<file path="config.mk">
export PLATFORM = sky130hd
export DESIGN_NAME = mem_bus_bridge
export DESIGN_NICKNAME = d
export VERILOG_FILES = /design/src/rtl/mem_bus_bridge.sv
export SDC_FILE = /design/constraint.sdc
export NUM_CORES = 1
export LEC_CHECK = 0
export BUFFER_PORTS_ARGS = -buffer_cell sky130_fd_sc_hd__buf_2
export CAP_MARGIN = 20
export CORE_ASPECT_RATIO = 0.8
export CORE_MARGIN = 3
export CORE_UTILIZATION = 40
export DETAILED_ROUTE_END_ITERATION = 10
export PLACE_DENSITY = 0.73
export SETUP_SLACK_MARGIN = 0.2
export SYNTH_ARGS = -nofsm -noshare
export SYNTH_HDL_FRONTEND = slang
export SYNTH_SLANG_ARGS = --single-unit
</file>
<file path="constraint.sdc">
create_clock -name clk -period 3.6 [get_ports clk]
set_input_delay 0.54 -clock clk [delete_from_list [all_inputs] [get_ports clk]]
set_output_delay 0.54 -clock clk [all_outputs]
set_load 0.01 [all_outputs]
</file>
<file path="src/rtl/mem_bus_bridge.sv">
// mem_bus_bridge: single-outstanding request bridge from datapath memory port to system bus
// Optional feature: define MEM_BUS_TIMEOUT_EN to abort BUSY accesses after TIMEOUT_CYCLES cycles.
module mem_bus_bridge #(
    parameter int TIMEOUT_CYCLES = 255
) (
    input  logic        clk,
    input  logic        reset,
    input  logic        req_valid,
    output logic        req_ready,
    input  logic [31:0] req_addr,
    input  logic [31:0] req_wdata,
    input  logic [3:0]  req_wstrb,
    output logic        rsp_valid,
    output logic [31:0] rsp_rdata,
    output logic        rsp_err,
    output logic        bus_valid,
    output logic [31:0] bus_addr,
    output logic [31:0] bus_wdata,
    output logic [3:0]  bus_wstrb,
    input  logic        bus_ready,
    input  logic [31:0] bus_rdata
);
    typedef enum logic [1:0] {IDLE, BUSY, RESP} state_t;

    state_t      r_state;
    state_t      w_next;
    logic [31:0] r_addr;
    logic [31:0] r_wdata;
    logic [3:0]  r_wstrb;
    logic [31:0] r_rdata;
    logic        w_accept;
    logic        w_done;
    logic        w_timeout;

    if (TIMEOUT_CYCLES < 1 || TIMEOUT_CYCLES > 65535) begin : g_bad_timeout
        $error("TIMEOUT_CYCLES must be within 1..65535");
    end

    assign w_accept  = (r_state == IDLE) && req_valid;
    assign w_done    = (r_state == BUSY) && bus_ready;
    assign bus_addr  = r_addr;
    assign bus_wdata = r_wdata;
    assign bus_wstrb = r_wstrb;
    assign rsp_rdata = r_rdata;

    // State register
    always_ff @(posedge clk) begin
        if (reset)
            r_state <= IDLE;
        else
            r_state <= w_next;
    end

    // Next-state: accept in IDLE, leave BUSY on completion or abort, RESP lasts one cycle
    always_comb begin
        w_next = (r_state == IDLE) ? (req_valid ? BUSY : IDLE) :
                 (r_state == BUSY) ? ((bus_ready || w_timeout) ? RESP : BUSY) : IDLE;
    end

    // Handshake outputs decoded from the current state
    always_comb begin
        req_ready = (r_state == IDLE);
        bus_valid = (r_state == BUSY);
        rsp_valid = (r_state == RESP);
    end

    // Request capture; values stay on the bus until the next accepted request
    always_ff @(posedge clk) begin
        if (reset) begin
            r_addr  <= 32'h0;
            r_wdata <= 32'h0;
            r_wstrb <= 4'h0;
        end else if (w_accept) begin
            r_addr  <= req_addr;
            r_wdata <= req_wdata;
            r_wstrb <= req_wstrb;
        end
    end

    // Read data: loaded only by completed reads, zeroed by an abort, otherwise held
    always_ff @(posedge clk) begin
        if (reset)
            r_rdata <= 32'h0;
        else if (w_done && (r_wstrb == 4'h0))
            r_rdata <= bus_rdata;
        else if (w_timeout)
            r_rdata <= 32'h0;
    end

`ifdef MEM_BUS_TIMEOUT_EN
    logic [15:0] r_cnt;
    logic        r_err;

    // Abort fires on the BUSY cycle that brings the stalled count to TIMEOUT_CYCLES;
    // a bus_ready on that same cycle wins and completes normally.
    assign w_timeout = (r_state == BUSY) && !bus_ready && (r_cnt == 16'(TIMEOUT_CYCLES - 1));
    assign rsp_err   = r_err && (r_state == RESP);

    // Stall counter and abort flag; the flag reflects the last BUSY cycle
    always_ff @(posedge clk) begin
        if (reset) begin
            r_cnt <= 16'h0;
            r_err <= 1'b0;
        end else begin
            if (w_accept)
                r_cnt <= 16'h0;
            else if ((r_state == BUSY) && !bus_ready)
                r_cnt <= r_cnt + 16'd1;
            if (r_state == BUSY)
                r_err <= w_timeout;
        end
    end
`else
    assign w_timeout = 1'b0;
    assign rsp_err   = 1'b0;
`endif
endmodule

</file>
==> results of run 1 <==
==> final cells by class <==
type	count	area share, %
Tap cell	115	2.74
Clock buffer	12	5.08
Multi-Input combinational cell	312	31.6
Clock inverter	4	1.00
Sequential cell	102	38.9
Timing Repair Buffer	210	20.7
==> Yosys cell counts (all sizes together) <==
master,number,area share [%]
nand2b,65,10
nor4,1,0.16
nor2,2,0.19
dfxtp,102,53
and3,1,0.16
mux2i,32,8.3
buf,13,2.7
nor3b,1,0.32
clkbuf,22,2.1
nand2,137,13
or3b,1,0.23
a21oi,69,8.9
conb,1,0.097
nor2b,2,0.39
==> how the worst max path moves through the flow <==
stage / endpoint / depth (start not counted) / slack [ps] / from
final: rsp_rdata[24]$_SDFFE_PP0P_ / 3 / 1650 / r_state[0]$_SDFF_PP0_
after global routing: rsp_rdata[24]$_SDFFE_PP0P_ / 3 / 1510 / r_state[0]$_SDFF_PP0_
after CTS: rsp_rdata[24]$_SDFFE_PP0P_ / 3 / 1620 / r_state[0]$_SDFF_PP0_
after detailed placement: bus_wdata[2]$_SDFFE_PP0P_ / 5 / 1600 / req_valid
after global placement: bus_addr[18]$_SDFFE_PP0P_ / 5 / 1650 / req_valid
after floorplan: bus_addr[0]$_SDFFE_PP0P_ / 6 / 2110 / req_valid
==> power by group through the flow <==
stage | logic, W | registers (W) | clock network (W)
4_1_cts | 0.000326 | 0.00122 | 0.00104
6_report | 0.000326 | 0.00122 | 0.00100
3_5_place_dp | 0.000325 | 0.00125 | 0
5_1_grt | 0.000361 | 0.00123 | 0.00108
3_3_place_gp | 0.000319 | 0.00124 | 0
2_1_floorplan | 0.000158 | 0.00127 | 0
==> registers in the layout, summed over array words and instances (netlist names) <==
signal	count
bus_wdata	32
r_state	2
rsp_rdata	32
bus_wstrb	4
bus_addr	32
==> per-layer routing <==
metal / vias up / part of all wire, % / track usage, %
li1: 1801 / - / -
met1: 1587 / 42 / 20.6
met2: 134 / 49 / 29.0
met3: 10 / 7.9 / 6.89
met4: 0 / 1.2 / 6.96
met5: - / 0 / 0
==> kinds of logic after synthesis <==
kind of cell	count (synthesis)	synth area share, %
flip-flops	102	52.7
other	1	0.0967
multiplexers	32	8.26
AND/OR/NAND/NOR	210	25.2
buffers and inverters	35	4.87
AO/OA/AOI/OAI	69	8.91
==> cells in the final DEF, fill, tap and decap left out <==
master / n
buf_2: 205
nor2b_1: 1
buf_4: 4
bufinv_16: 1
or3b_2: 1
nand2b_1: 65
clkbuf_8: 3
nand2_1: 137
a21oi_1: 69
clkbuf_16: 9
mux2i_1: 32
nor4_1: 1
clkinv_2: 1
clkinv_4: 1
and3_2: 1
nor2_1: 2
nor2b_2: 1
nor3b_4: 1
conb_1: 1
buf_16: 1
dfxtp_1: 102
inv_6: 1
==> per-stage QoR <==
step / hold slack (ps) / std cells / worst slack (ps)
global route: 419 / 755 / 1510
finish: 432 / 755 / 1650
floorplan: 481 / 449 / 2110
detailed placement: 444 / 738 / 1600
global placement: 439 / 738 / 1650
CTS: 417 / 754 / 1620
==> critical path: stages (launching register included) <==
cell     delay, ps
dfxtp_1        450
nor2b_2        230
and3_2         860
mux2i_1        290
==> results.cfg, run 1 <==
[routing]
route.vias.total = 3532
firstDrtPassIters = 4
drcViolationCount = 0
wire_per_inst_um = 13.4
drt-total-wl_mm = 10.1
ant_nets = 0
drt_iter0_markers = 161
vias_per_cell = 4.68

[sta]
tns_ps = 0
hold_viol_final = 0
post-route-period-util_pct = 54.2
min_period_ps = 1950
fmax_ghz = 0.513
finClkSkew_ps = 7.01
drv_slew = 0
setup_violations = 0
maxSlewHeadroom_pct = 33.7
rsz0062_at_grt = false
tightest_slew_ps = 995

[logic_synthesis]
ys_ff_latch = 102
syn_inst = 449
synth_nets = 553
avgSynthCellArea_um2 = 8.64
syn-cell-area_mm2 = 0.00388
yosysSeqAreaShare_pct = 52.7
synth_cell_type_count = 17
yosysWarningCount = 0

[place]
gp_congestion = 0.767
portBuffers = 206
dp_hpwl_mm = 7.23
place_area_mm2 = 0.00490

[setup_path]
cp.arrival_ps = 2200
reg2reg_depth = 3
startpoint_type = flip-flop
reg2reg_from = r_state[0]$_SDFF_PP0_
worstPathRequired_ps = 3850
crit_fanout = 32
reg2reg_setup_slack_ps = 1650
endpoint_kind = flip-flop
reg2reg_to = rsp_rdata[24]$_SDFFE_PP0P_
critPathKind = flip-flop to flip-flop

[die]
die_w_um = 116
dieArea_mm2 = 0.0109
initial_core_util_pct = 42.0
die_y_um = 94.1
fp-row-count = 31
core_mm2 = 0.00923
io_pins = 208

[pwr]
power.internal_w = 0.00193
power.leakage_nw = 2.47
peakVddDrop_uv = 311
pwr-share-comb_pct = 12.8
power_w = 0.00255
clkPwrFrac_pct = 39.3
pwr-share-seq_pct = 47.9
power.net_switching_w = 0.000617
switching_share_pct = 24.2
powerDensity_mw_per_mm2 = 487

[global_routing]
antenna_found_initial = 0
grt_overflow = 0
grt_pass1_vias = 3331
grt_max_degree = 135
grt_usage_pct = 17.7
grt_pass1_wl_mm = 15.4

[layout]
fillerInstances = 824
drive_above_1_share_pct = 35.9
utilization_pct = 56.8
seq_area_mm2 = 0.00204
antenna_cells = 0
fin_area_mm2 = 0.00524
area_delta_synth_final_pct = 35.2
multiInputGateArea_mm2 = 0.00165
fin_nets = 739

[cts]
cts_root_buf = clkbuf_16
cts_resized = 0
clkLatencyLatePin_ps = 340
cts.path.max_buffers = 2
h-tree-depth = 3
cts_setup_buffers = 0
cts_tree = yes
cts_num_sinks = 102
cts_hold_buf = 0
cts.clk_slew.worst_paths_ps = 70
cts_buffers = 9

[min_path]
hold_end = r_state[1]$_SDFF_PP0_
whs_path_depth = 3
hp-class = input port to flip-flop
hold_start = bus_ready

[run_status]
status = finished clean

[flow_run]
drv_cap = 0
Power figures use the tool's default switching activity.
==> inputs of run 2 (changes only) <==
==> constraint.sdc (replaced) <==
create_clock -name clk -period 2 [get_ports clk]
set_input_delay 0.3 -clock clk [delete_from_list [all_inputs] [get_ports clk]]
set_output_delay 0.3 -clock clk [all_outputs]
set_load 0.01 [all_outputs]
==> results.cfg, run 2 (synthesis results as in run 1) <==
[cts]
cts.clk_slew.worst_paths_ps = 70
cts_buffers = 9
cts_root_buf = clkbuf_16
h-tree-depth = 3
cts_setup_buffers = 0
cts_hold_buf = 0
cts_num_sinks = 102
cts_resized = 0
cts_tree = yes
cts.path.max_buffers = 2
clkLatencyLatePin_ps = 340

[routing]
drt_iter0_markers = 144
firstDrtPassIters = 4
wire_per_inst_um = 13.4
route.vias.total = 3575
ant_nets = 0
vias_per_cell = 4.72
drcViolationCount = 0
drt-total-wl_mm = 10.2

[global_routing]
grt_pass1_wl_mm = 16.2
antenna_found_initial = 0
grt_usage_pct = 18.4
grt_max_degree = 59
grt_pass1_vias = 3540
grt_overflow = 0

[sta]
fmax_ghz = 0.629
setup_slack_ps = 410
tns_ps = 0
setup_violations = 0
hold_viol_final = 0
post-route-period-util_pct = 79.5
min_period_ps = 1590
drv_slew = 0
rsz0062_at_grt = false
finClkSkew_ps = 5.56

[layout]
fillerInstances = 848
drive_above_1_share_pct = 36.1
area_delta_synth_final_pct = 35.6
multiInputGateArea_mm2 = 0.00165
antenna_cells = 0
fin_nets = 742
seq_area_mm2 = 0.00204
final_common_cell = buf_2
final_cell_mix = buf_2, nand2_1, dfxtp_1

[die]
fp-row-count = 31
die_w_um = 116
core_mm2 = 0.00923
initial_core_util_pct = 42.0
die_y_um = 94.1
dieArea_mm2 = 0.0109
io_pins = 208

[pwr]
pwr-share-comb_pct = 13.8
peakVddDrop_uv = 517
switching_share_pct = 25.7
clkPwrFrac_pct = 36.1
power.internal_w = 0.00326
pwr-share-seq_pct = 50.1
power.net_switching_w = 0.00113
powerDensity_mw_per_mm2 = 835
power.leakage_nw = 2.46

[place]
portBuffers = 206
dp_hpwl_mm = 7.49
gp_congestion = 0.791
place_ws_ps = 402

[setup_path]
reg2reg_from = r_state[0]$_SDFF_PP0_
reg2reg_to = bus_addr[7]$_SDFFE_PP0P_
reg2reg_setup_slack_ps = 410
startpoint_type = flip-flop
reg2reg_depth = 4
critical_path_depth = 4
crit_fanout = 57
max_stage_delay_ps = 640
crit_family = simple AND/OR/NAND/NOR gates
cpMaxStageDelayCell = or3b_2
critPathKind = flip-flop to flip-flop
worstSetupStartpoint = r_state[0]$_SDFF_PP0_
cp_num_buf_inv = 1
endpoint_kind = flip-flop
path_cells = or3b_2 -> buf_12 -> nand2_1 -> a21oi_1
worstPathRequired_ps = 2200
cp.arrival_ps = 1790

[min_path]
hold_start = req_wdata[23]
hp-class = input port to flip-flop
whs_path_depth = 3
hold_end = bus_wdata[23]$_SDFFE_PP0P_

[flow_run]
drv_cap = 0

[run_status]
status = finished clean
## run 2: cell types whose count changed in the layout (fill, tap and decap cells not counted), sizes merged
cell,delta
clkbuf,-2
clkinv,+2
inv,-1
buf,+3
clkinvlp,+2
bufinv,-1
## run 2: layer usage
metal | share of wire [%] | track usage [%]
met5 | 0 | 0
met4 | 1.4 | 6.18
met3 | 9.1 | 7.21
met2 | 48 | 31.9
met1 | 42 | 20.6
## run 2: worst max-delay path by stage
stage	to	slack, ps
after floorplan	rsp_rdata[10]$_SDFFE_PP0P_	690
after global placement	bus_addr[5]$_SDFFE_PP0P_	430
after detailed placement	bus_addr[7]$_SDFFE_PP0P_	400
after CTS	bus_addr[7]$_SDFFE_PP0P_	410
after global routing	bus_addr[4]$_SDFFE_PP0P_	320
final	bus_addr[7]$_SDFFE_PP0P_	410
## run 2: stage by stage
stage / instances / cell area (um^2) / total power (W) / utilization (%) / hold slack, ps
after floorplan: 449 / 3880 / 0.00258 / - / 414
after global placement: 742 / 4990 / 0.00284 / 54.0 / 440
after detailed placement: 742 / 4990 / 0.00285 / 54.0 / 445
after CTS: 758 / 5260 / 0.00445 / 56.9 / 182
after global routing: 758 / 5260 / 0.00460 / 56.9 / 185
final: 758 / 5260 / 0.00439 / 56.9 / 194
## run 2: worst register-to-register path, delay by kind of cell (launching register included)
family	cells	cell delay (ps)
buffers and inverters	1	240
and+or+nand+nor	2	790
AOI/OAI and AO/OA	1	70
DFF	1	360
## run 2: layout make-up
cell class / instances / area share, %
clock buffers: 10 / 4.36
flip-flops and latches: 102 / 38.8
repair buffers: 213 / 21.9
multi-input cells: 312 / 31.5
well taps: 115 / 2.74
clock inverters: 6 / 0.738
## run 2: power by group through the flow
stage	Combinational, W	Sequential (W)	Clock, W
global placement	0.000602	0.00224	0
floorplan	0.000284	0.00229	0
detailed placement	0.000613	0.00224	0
CTS	0.000615	0.00220	0.00164
finish	0.000606	0.00220	0.00159
global route	0.000673	0.00221	0.00172
